File: config.mk
export PLATFORM = sky130hd
export DESIGN_NAME = instr_sequencer_flat
export DESIGN_NICKNAME = d
export VERILOG_FILES = /design/src/rtl/instr_sequencer_if.sv /design/src/rtl/instr_sequencer.sv /design/src/flat_wrapper.sv
export SDC_FILE = /design/constraint.sdc
export NUM_CORES = 1
export LEC_CHECK = 0
export ABC_CLOCK_PERIOD_IN_PS = 2200
export BUFFER_PORTS_ARGS = -buffer_cell sky130_fd_sc_hd__buf_2
export CORE_ASPECT_RATIO = 1.2
export CORE_MARGIN = 4
export CORE_UTILIZATION = 42
export CTS_CLUSTER_DIAMETER = 30
export CTS_CLUSTER_SIZE = 12
export DETAILED_ROUTE_END_ITERATION = 8
export PLACE_DENSITY = 0.7
export RECOVER_POWER = 50
export SYNTH_ARGS = -nofsm -noshare
export SYNTH_HDL_FRONTEND = slang
export SYNTH_SLANG_ARGS = --single-unit
File: constraint.sdc
create_clock -name CLK -period 2.2 [get_ports CLK]
set_input_delay 0.44 -clock CLK [delete_from_list [all_inputs] [get_ports CLK]]
set_output_delay 0.44 -clock CLK [all_outputs]
set_load 0.03 [all_outputs]
File: src/rtl/instr_sequencer_if.sv
// Control bundle between the instruction sequencer and the datapath / instruction memory.
// Fetch handshake: imem_req is held for every FETCH cycle; a transfer happens in the cycle where imem_req and imem_ack are both 1.
interface instr_sequencer_if #(
    parameter int PC_WIDTH  = 32,
    parameter int CNT_WIDTH = 16
) ();
    logic [PC_WIDTH-1:0]  startPC;
    logic                 run;
    logic [4:0]           opcode;
    logic                 imem_ack;
    logic [PC_WIDTH-1:0]  pc;
    logic                 imem_req;
    logic                 ir_load;
    logic [3:0]           alu_op;
    logic                 regWrite;
    logic                 C_ART_reg;
    logic                 C_ART_data;
    logic [2:0]           state;
    logic                 halted;
    logic                 fault;
    logic [CNT_WIDTH-1:0] retired;

    modport master (
        input  startPC, run, opcode, imem_ack,
        output pc, imem_req, ir_load, alu_op, regWrite, C_ART_reg, C_ART_data,
               state, halted, fault, retired
    );

    modport slave (
        output startPC, run, opcode, imem_ack,
        input  pc, imem_req, ir_load, alu_op, regWrite, C_ART_reg, C_ART_data,
               state, halted, fault, retired
    );
endinterface

File: src/rtl/instr_sequencer.sv
// Multi-cycle FETCH/DECODE/EXEC/WB sequencer: owns the PC, commits one instruction per
// 4+ cycle pass, and stops in HALT or FAULT until reset.
module instr_sequencer #(
    parameter int PC_WIDTH   = 32,
    parameter int PC_STEP    = 4,
    parameter int WAIT_LIMIT = 15,
    parameter int CNT_WIDTH  = 16
) (
    input  logic              CLK,
    input  logic              RESET,
    instr_sequencer_if.master bus
);
    typedef enum logic [2:0] {
        S_IDLE   = 3'd0,
        S_FETCH  = 3'd1,
        S_DECODE = 3'd2,
        S_EXEC   = 3'd3,
        S_WB     = 3'd4,
        S_HALT   = 3'd5,
        S_FAULT  = 3'd6
    } state_t;

    localparam int WCW = (WAIT_LIMIT > 1) ? $clog2(WAIT_LIMIT) : 1;
    localparam logic [WCW-1:0] WAIT_LAST = WCW'(WAIT_LIMIT - 1);

    localparam logic [4:0] OP_AR   = 5'b00000;
    localparam logic [4:0] OP_T    = 5'b00001;
    localparam logic [4:0] OP_HALT = 5'b11111;
    localparam logic [3:0] ALU_AR  = 4'b0010;
    localparam logic [3:0] ALU_T   = 4'b0000;

    state_t               state_r;
    logic [PC_WIDTH-1:0]  pc_r;
    logic [CNT_WIDTH-1:0] retired_r;
    logic [WCW-1:0]       wait_cnt;
    logic                 cls_t;
    logic                 req_r;
    logic [3:0]           alu_op_r;
    logic                 rw_r;
    logic                 art_r;
    logic                 halted_r;
    logic                 fault_r;

    // Outputs are registered for the state being entered, so each branch sets them
    // explicitly on its transition; one-cycle signals fall back to 0 otherwise.
    always_ff @(posedge CLK) begin
        if (RESET) begin
            state_r   <= S_IDLE;
            pc_r      <= bus.startPC;
            retired_r <= '0;
            wait_cnt  <= '0;
            cls_t     <= 1'b0;
            req_r     <= 1'b0;
            alu_op_r  <= 4'b0000;
            rw_r      <= 1'b0;
            art_r     <= 1'b0;
            halted_r  <= 1'b0;
            fault_r   <= 1'b0;
        end else begin
            req_r    <= 1'b0;
            alu_op_r <= 4'b0000;
            rw_r     <= 1'b0;
            art_r    <= 1'b0;
            halted_r <= 1'b0;
            fault_r  <= 1'b0;
            case (state_r)
                S_IDLE: begin
                    pc_r     <= bus.startPC;
                    wait_cnt <= '0;
                    if (bus.run) begin
                        state_r <= S_FETCH;
                        req_r   <= 1'b1;
                    end
                end
                S_FETCH: begin
                    if (bus.imem_ack) begin
                        state_r  <= S_DECODE;
                        wait_cnt <= '0;
                    end else if (wait_cnt == WAIT_LAST) begin
                        state_r  <= S_FAULT;
                        fault_r  <= 1'b1;
                        wait_cnt <= '0;
                    end else begin
                        wait_cnt <= wait_cnt + WCW'(1);
                        req_r    <= 1'b1;
                    end
                end
                S_DECODE: begin
                    // The class is latched here; opcode is not looked at again.
                    case (bus.opcode)
                        OP_AR: begin
                            state_r  <= S_EXEC;
                            cls_t    <= 1'b0;
                            alu_op_r <= ALU_AR;
                            art_r    <= 1'b0;
                        end
                        OP_T: begin
                            state_r  <= S_EXEC;
                            cls_t    <= 1'b1;
                            alu_op_r <= ALU_T;
                            art_r    <= 1'b1;
                        end
                        OP_HALT: begin
                            state_r  <= S_HALT;
                            halted_r <= 1'b1;
                        end
                        default: begin
                            state_r <= S_FAULT;
                            fault_r <= 1'b1;
                        end
                    endcase
                end
                S_EXEC: begin
                    state_r  <= S_WB;
                    rw_r     <= 1'b1;
                    alu_op_r <= alu_op_r;
                    art_r    <= cls_t;
                end
                S_WB: begin
                    state_r <= S_FETCH;
                    req_r   <= 1'b1;
                    pc_r    <= pc_r + PC_WIDTH'(PC_STEP);
                    if (retired_r != {CNT_WIDTH{1'b1}})
                        retired_r <= retired_r + CNT_WIDTH'(1);
                end
                S_HALT: begin
                    halted_r <= 1'b1;
                end
                S_FAULT: begin
                    fault_r <= 1'b1;
                end
                default: begin
                    state_r <= S_FAULT;
                    fault_r <= 1'b1;
                end
            endcase
        end
    end

    assign bus.pc         = pc_r;
    assign bus.imem_req   = req_r;
    assign bus.ir_load    = req_r & bus.imem_ack;
    assign bus.alu_op     = alu_op_r;
    assign bus.regWrite   = rw_r;
    assign bus.C_ART_reg  = art_r;
    assign bus.C_ART_data = art_r;
    assign bus.state      = state_r;
    assign bus.halted     = halted_r;
    assign bus.fault      = fault_r;
    assign bus.retired    = retired_r;
endmodule

File: src/flat_wrapper.sv
// flat-port wrapper written by rule: the top's interface ports become plain ports
module instr_sequencer_flat 
#(
    parameter int PC_WIDTH   = 32,
    parameter int PC_STEP    = 4,
    parameter int WAIT_LIMIT = 15,
    parameter int CNT_WIDTH  = 16
)
  (CLK, RESET, bus_startPC, bus_run, bus_opcode, bus_imem_ack, bus_pc, bus_imem_req, bus_ir_load, bus_alu_op, bus_regWrite, bus_C_ART_reg, bus_C_ART_data, bus_state, bus_halted, bus_fault, bus_retired);
  instr_sequencer_if #(.PC_WIDTH(PC_WIDTH), .CNT_WIDTH(CNT_WIDTH)) bus_i ();
  input  logic CLK;
  input  logic RESET;
  input wire logic [$bits(bus_i.startPC)-1:0] bus_startPC;
  input wire logic [$bits(bus_i.run)-1:0] bus_run;
  input wire logic [$bits(bus_i.opcode)-1:0] bus_opcode;
  input wire logic [$bits(bus_i.imem_ack)-1:0] bus_imem_ack;
  output wire logic [$bits(bus_i.pc)-1:0] bus_pc;
  output wire logic [$bits(bus_i.imem_req)-1:0] bus_imem_req;
  output wire logic [$bits(bus_i.ir_load)-1:0] bus_ir_load;
  output wire logic [$bits(bus_i.alu_op)-1:0] bus_alu_op;
  output wire logic [$bits(bus_i.regWrite)-1:0] bus_regWrite;
  output wire logic [$bits(bus_i.C_ART_reg)-1:0] bus_C_ART_reg;
  output wire logic [$bits(bus_i.C_ART_data)-1:0] bus_C_ART_data;
  output wire logic [$bits(bus_i.state)-1:0] bus_state;
  output wire logic [$bits(bus_i.halted)-1:0] bus_halted;
  output wire logic [$bits(bus_i.fault)-1:0] bus_fault;
  output wire logic [$bits(bus_i.retired)-1:0] bus_retired;
  assign bus_i.startPC = bus_startPC;
  assign bus_i.run = bus_run;
  assign bus_i.opcode = bus_opcode;
  assign bus_i.imem_ack = bus_imem_ack;
  assign bus_pc = bus_i.pc;
  assign bus_imem_req = bus_i.imem_req;
  assign bus_ir_load = bus_i.ir_load;
  assign bus_alu_op = bus_i.alu_op;
  assign bus_regWrite = bus_i.regWrite;
  assign bus_C_ART_reg = bus_i.C_ART_reg;
  assign bus_C_ART_data = bus_i.C_ART_data;
  assign bus_state = bus_i.state;
  assign bus_halted = bus_i.halted;
  assign bus_fault = bus_i.fault;
  assign bus_retired = bus_i.retired;
  instr_sequencer #(.PC_WIDTH(PC_WIDTH), .PC_STEP(PC_STEP), .WAIT_LIMIT(WAIT_LIMIT), .CNT_WIDTH(CNT_WIDTH)) u_core (.CLK(CLK), .RESET(RESET), .bus(bus_i));
endmodule
==> flow_metrics.env, run 1 <==
export IMPL_status="complete, no violations"
export IMPL_rows=35
export IMPL_dr_total_vias=3272
export IMPL_period_share_pct=93.18
export IMPL_drv_cap=0
export IMPL_ys_ff_latch=62
export IMPL_htree_levels=3
export IMPL_cp_max_fo=11
export IMPL_drc=0
export IMPL_async_reset_ff_share_pct=0
export IMPL_grt_antenna_before_repair=0
export IMPL_fin_nets=534
export IMPL_synthTopCellsByArea="edfxtp_1 28%, dfxtp_1 18%, nand2_1 4.5%"
export IMPL_worst_setup_path_end_kind="flop"
export IMPL_hold_path_class="in -> reg"
export IMPL_final_common_cell="clkbuf_1"
export IMPL_grt_max_degree=32
export IMPL_fin_crit_ps=2050
export IMPL_synth_edf_count=32
export IMPL_grt_pass1_wl_mm=14.73
export IMPL_tns_ps=0
export IMPL_drv_slew=0
export IMPL_synth_top_flop_cell="edfxtp_1"
export IMPL_powerDensity_nw_per_um2=1089
export IMPL_cp_start_kind="flop"
export IMPL_crit_arrival_ps=2240
export IMPL_crit_family="simple AND/OR/NAND/NOR gates"
export IMPL_syn_area_um2=3405
export IMPL_grt_pass1_vias=3185
export IMPL_drt_pass1_iterations=4
export IMPL_leakage_uw=0.001494
export IMPL_dieArea_um2=9617
export IMPL_clk_pin_slew_ps=70
export IMPL_ys_types=51
export IMPL_dpl_cell_area_um2=4138
export IMPL_ioPinCount=103
export IMPL_clock_sinks=62
export IMPL_grt_setup_unrepaired="false"
export IMPL_fmax_mhz=487.8
export IMPL_rr_worst_depth=4
export IMPL_synth_area_per_cell_um2=9.152
export IMPL_synth_cells=372
export IMPL_area_growth_pct=24.40
export IMPL_die_width_um=90.19
export IMPL_die_h_um=106.6
export IMPL_drive_above_1_share_pct=18.26
export IMPL_wirelength_mm=8.829
export IMPL_dpl_hpwl_mm=6.573
export IMPL_finalHoldViolations=0
export IMPL_holdPathStages=2
export IMPL_cts_root_buf="clkbuf_8"
export IMPL_holdPathEnd="u_core.bus.alu_op[1]"
export IMPL_hold_path_startpoint="bus_opcode[0]"
export IMPL_cts_made_buffers=9
export IMPL_cts_setup_buffers=0
export IMPL_antenna_cells=0
export IMPL_crit_required_ps=2390
export IMPL_synth_top_cell_area_share_pct=28.22
export IMPL_final_area_um2=4235
export IMPL_setup_viol=0
export IMPL_grt_usage_pct=18.81
export IMPL_r2r_slack_ps=150
export IMPL_fin_skew_ps=9.804
export IMPL_viasPerCell=5.593
export IMPL_cts_path_max_buffers=2
export IMPL_antenna_left=0
export IMPL_max_stage_delay_ps=670
export IMPL_coreArea_um2=7795
export IMPL_yosysWarnings=0
export IMPL_gp_congestion=0.8457
export IMPL_path_cells="nand4_1 > or4_4 > or4_1 > a31oi_1"
export IMPL_insertion_delay_ps=340
export IMPL_crit_slowest_cell="or4_4"
export IMPL_io_buffers=99
export IMPL_ir_drop_v=0.0005694
export IMPL_critPathBufInv=0
export IMPL_gr_total_overflow=0
export IMPL_wl_per_cell_um=15.09
export IMPL_r2r_start="u_core.bus.pc[16]"
export IMPL_final_cell_mix="63 x clkbuf_1, 41 x nand2_1, 41 x buf_2, 32 x edfxtp_1, 30 x dfxtp_1"
export IMPL_initial_utilization_pct=43.68
export IMPL_seq_area_frac_synth_pct=45.87
export IMPL_setup_worst_path_class="reg -> reg"
export IMPL_yosys_area_top_type="edfxtp_1"
export IMPL_r2r_end="u_core.bus.pc[26]"
export IMPL_initialDrtViolationCount=128
export IMPL_tritoncts="built"
export IMPL_worst_pin_slew_ps=741.1
export IMPL_slew_headroom_pct=50.59
==> metal layers <==
metal	routed length [um]	up-vias	share of wire, %	track usage [%]
li1	-	1639	-	-
met1	3724	1520	42	22.29
met2	4419	101	50	31.87
met3	574	12	6.5	5.754
met4	110	0	1.2	7.549
met5	0	-	0	0
==> worst reg2reg max path, stage by stage (launching register included) <==
cell	delay, ps
edfxtp_1	420
nand4_1	220
or4_4	670
or4_1	430
a31oi_1	170
==> layout make-up <==
cell class	count	area [um^2]
clock buffer	14	172.7
clock inverter	1	5.005
fill	753	3560
inverter	8	30.03
multi-input combinational	284	1752
sequential	62	1562
tap	92	115.1
timing repair buffer	124	599.3
==> synthesized netlist by cell type (2+ instances only) <==
cell and n:
nand2_1 41, edfxtp_1 32, dfxtp_1 30, o21ai_0 29, nor2_1 23, a21oi_1 20, nand3_1 18, or4_1 18
o31ai_1 14, clkbuf_1 13, nand4_1 13, a31oi_1 12, or3_1 10, xnor2_1 10, inv_1 8, nor4_1 6
xor2_1 6, nand2b_1 5, nor3_1 5, and2_1 4, buf_4 4, ha_1 4, nand3b_1 4, a311oi_1 3
and4_1 3, nor2b_1 3, nor3b_1 3, or2_2 3, and3_1 2, buf_2 2, mux2i_1 2, o211ai_1 2
or3_2 2
==> kinds of logic (layout without fill, tap and decap cells) <==
kind of cell,count (synthesis),after routing,synth area share (%)
fa+ha+maj,4,4,1.470
xor+xnor,16,16,4.116
flops,62,62,45.87
simple gates,171,171,28.30
compound gates,87,87,15.40
buf+inv,28,147,3.822
other cells,1,3,0.1101
mux,3,3,0.9188
==> how the worst max path moves through the flow <==
stage | startpoint | endpoint | slack [ps] | depth (start not counted)
after CTS | u_core.bus.pc[11] | u_core.bus.pc[29] | 110 | 4
after global placement | u_core.bus.pc[9] | u_core.bus.pc[27] | 190 | 4
final | u_core.bus.pc[16] | u_core.bus.pc[26] | 150 | 4
after detailed placement | u_core.bus.pc[11] | u_core.bus.pc[29] | 130 | 4
after global routing | u_core.bus.state[0] | u_core.wait_cnt[3] | 30 | 5
after floorplan | u_core.bus.pc[10] | u_core.bus.pc[29] | 1 | 5
==> through the flow <==
| step | hold slack, ps | cells | total power (uW) | setup WS, ps | utilization (%) |
|---|---|---|---|---|---|
| finish | 329.8 | 585 | 4613 | 149.9 | 54.33 |
| global route | 306.5 | 585 | 4922 | 33.71 | 54.33 |
| CTS | 305.8 | 585 | 4741 | 110.9 | 55.36 |
| detailed placement | 443.4 | 570 | 3805 | 131.3 | 53.08 |
| global placement | 440.7 | 570 | 3764 | 189.9 | 53.08 |
| floorplan | 436.0 | 374 | 3103 | 1.254 | - |
==> sequential cells by signal, summed over array words and instances (netlist names), 3 cells and up <==
name	count
u_core.wait_cnt	4
u_core.bus.pc	32
u_core.bus.retired	16
u_core.bus.state	3
==> repair_timing <==
action	4_1_cts	5_1_grt
hold buffers	0	0
endpoints found under the setup margin	0	1
endpoints found under the hold margin	0	0
gates resized for setup	0	1
==> report_power, final <==
part	switching (uW)	internal [uW]
Sequential	286	1570
Clock	430	495
Combinational	1260	570
Total	1980	2640
Power figures use the tool's default switching activity.
==> run 2: changes to the inputs <==
--- a/config.mk
+++ b/config.mk
@@ -5,6 +5,7 @@
 export SDC_FILE = /design/constraint.sdc
 export NUM_CORES = 1
 export LEC_CHECK = 0
+export ABC_AREA = 1
 export ABC_CLOCK_PERIOD_IN_PS = 2200
 export BUFFER_PORTS_ARGS = -buffer_cell sky130_fd_sc_hd__buf_2
 export CORE_ASPECT_RATIO = 1.2
@@ -13,7 +14,7 @@
 export CTS_CLUSTER_DIAMETER = 30
 export CTS_CLUSTER_SIZE = 12
 export DETAILED_ROUTE_END_ITERATION = 8
-export PLACE_DENSITY = 0.7
+export PLACE_DENSITY = 0.68
 export RECOVER_POWER = 50
 export SYNTH_ARGS = -nofsm -noshare
 export SYNTH_HDL_FRONTEND = slang
==> flow_metrics.env, run 2 <==
export IMPL_largest_reg_flops=32
export IMPL_fin_nets=719
export IMPL_wirelength_mm=10.68
export IMPL_cts_setup_buffers=0
export IMPL_worst_pin_slew_ps=772.1
export IMPL_cts_hold_buf=0
export IMPL_grt_setup_unrepaired="false"
export IMPL_leakage_uw=0.002015
export IMPL_async_reset_ff_share_pct=0
export IMPL_grt_pass1_vias=3760
export IMPL_final_cell_mix="200 x nand2_1, 79 x nor2_1, 62 x inv_1, 60 x clkbuf_1, 41 x buf_2"
export IMPL_rows=38
export IMPL_ys_types=36
export IMPL_clock_sinks=62
export IMPL_setup_worst_path_class="reg -> reg"
export IMPL_antenna_cells=0
export IMPL_io_buffers=99
export IMPL_crit_required_ps=2300
export IMPL_die_h_um=115.3
export IMPL_slew_headroom_pct=48.53
export IMPL_postCtsResizedCells=0
export IMPL_insertion_delay_ps=340
export IMPL_drive_above_1_share_pct=13.70
export IMPL_nFillCells=967
export IMPL_finalHoldViolations=0
export IMPL_cp_start_kind="flop"
export IMPL_tns_ps=0
export IMPL_crit_top_cell="nand2_1"
export IMPL_cts_made_buffers=9
export IMPL_yosys_area_top_type="edfxtp_1"
export IMPL_crit_arrival_ps=1910
export IMPL_dr_total_vias=3909
export IMPL_ioPinCount=103
export IMPL_die_width_um=97.40
export IMPL_status="complete, no violations"
export IMPL_hold_path_class="in -> reg"
export IMPL_seq_area_frac_synth_pct=38.77
export IMPL_initial_utilization_pct=43.67
export IMPL_seqCellArea_um2=1562
export IMPL_dpl_cell_area_um2=4596
export IMPL_final_area_um2=4713
export IMPL_gp_congestion=0.8969
export IMPL_worst_hold_slack_ps=318.6
export IMPL_drv_cap=0
export IMPL_synthTopCellsByCount="200 x nand2_1, 78 x nor2_1, 62 x inv_1"
export IMPL_place_inst=783
export IMPL_dpl_hpwl_mm=8.216
export IMPL_syn_area_um2=4028
export IMPL_multiInputGateArea_um2=2116
export IMPL_fin_skew_ps=9.899
export IMPL_cp_max_fo=6
export IMPL_antenna_left=0
export IMPL_viasPerCell=4.892
export IMPL_htree_levels=3
export IMPL_synth_top_cell_area_share_pct=23.86
export IMPL_initialDrtViolationCount=131
export IMPL_gr_total_overflow=0
export IMPL_yosysMostFrequentCell="nand2_1"
export IMPL_wl_per_cell_um=13.36
export IMPL_ir_drop_v=0.0004800
export IMPL_crit_family="simple AND/OR/NAND/NOR gates"
export IMPL_synth_cells=573
export IMPL_path_cells="ha_1 > nand3_2 > inv_1 > nand2_1 > nor2_2 > xnor2_1 > nand2_1 > nand2_1 > inv_1"
export IMPL_drc=0
export IMPL_setup_viol=0
export IMPL_fin_crit_ps=1805
export IMPL_synth_area_per_cell_um2=7.029
export IMPL_powerDensity_nw_per_um2=999.6
export IMPL_ys_ff_latch=62
export IMPL_synth_top_flop_cell="edfxtp_1"
export IMPL_synthTopCellsByArea="edfxtp_1 24%, nand2_1 19%, dfxtp_1 15%"
export IMPL_fmax_mhz=553.9
export IMPL_fin_cells=799
export IMPL_synth_edf_count=32
export IMPL_drt_pass1_iterations=5
export IMPL_worst_setup_path_end_kind="flop"
export IMPL_crit_slowest_cell="edfxtp_1"
export IMPL_grt_max_degree=31
export IMPL_grt_usage_pct=19.01
export IMPL_max_stage_delay_ps=440
export IMPL_yosysWarnings=0
export IMPL_grt_pass1_wl_mm=17.33
export IMPL_coreArea_um2=9224
export IMPL_period_share_pct=82.06
export IMPL_dieArea_um2=11230
export IMPL_cts_path_max_buffers=2
export IMPL_area_growth_pct=17.02
export IMPL_clk_pin_slew_ps=70
export IMPL_grt_antenna_before_repair=0
export IMPL_cts_root_buf="clkbuf_8"
export IMPL_final_common_cell="nand2_1"
export IMPL_critPathBufInv=2
export IMPL_drv_slew=0
export IMPL_tritoncts="built"
-- run 2: cell count changes after synthesis, moves of 13 or more --
cell and change:
or4_1 -18, nor2_1 +55, nand2_1 +159, o21ai_0 -13, inv_1 +54, o31ai_1 -13
-- run 2: worst paths after layout --
path	from	slack (ps)	endpoint	cells after the start
max	u_core.bus.pc[2]	390	u_core.bus.pc[12]	9
min	bus_opcode[0]	320	u_core.bus.alu_op[1]	2
max reg2reg	u_core.bus.pc[2]	390	u_core.bus.pc[12]	9
min reg2reg	u_core.cls_t	450	u_core.bus.C_ART_data	2
-- run 2: worst register-to-register path: cells and delay by family (launching register included) --
family | cells | cell delay, ps
XOR/XNOR | 1 | 130
adder cells (fa/ha/maj) | 1 | 270
buffers and inverters | 2 | 180
flip-flops | 1 | 440
AND/OR/NAND/NOR | 5 | 530
-- run 2: layer usage --
layer  global-route usage [%]  wire, um
met1                    21.66      4288
met5                        0         0
met3                    4.005       731
met4                    7.479       203
met2                    34.84      5453
-- run 2: power breakdown --
group | switching (uW) | total [uW] | leakage, uW | internal, uW
logic | 1330 | 1830 | 0.00134 | 503
registers | 338 | 1880 | 0.000570 | 1540
clock network | 462 | 1000 | 0.000102 | 540
total | 2130 | 4710 | 0.00201 | 2580
-- run 2: cell type report --
| class | instances | share of cell area [%] |
|---|---|---|
| timing repair buffer | 103 | 9.557 |
| clock buffer | 14 | 3.902 |
| clock inverter | 2 | 0.2389 |
| tap | 120 | 3.186 |
| multi-input combinational | 434 | 44.89 |
| sequential | 62 | 33.13 |
| inverter | 64 | 5.097 |
-- run 2: kinds of logic (layout without fill, tap and decap cells) --
| group | count (synthesis) | count (layout) | share of synthesized area, % |
|---|---|---|---|
| compound gates | 43 | 43 | 6.772 |
| xor+xnor | 15 | 15 | 3.262 |
| fa+ha+maj | 4 | 4 | 1.243 |
| buf+inv | 79 | 183 | 8.822 |
| flops | 62 | 62 | 38.77 |
| mux | 5 | 5 | 1.243 |
| other cells | 1 | 3 | 0.09311 |
| simple gates | 364 | 364 | 39.79 |
-- run 2: per-stage QoR --
step / util [%] / total power (uW) / setup WS (ps)
after global routing: 51.10 / 5014 / 187.7
after floorplan: - / 3267 / 141.1
final: 51.10 / 4711 / 394.6
after detailed placement: 49.82 / 3793 / 409.9
after CTS: 51.94 / 4803 / 384.4
after global placement: 49.82 / 3760 / 454.9
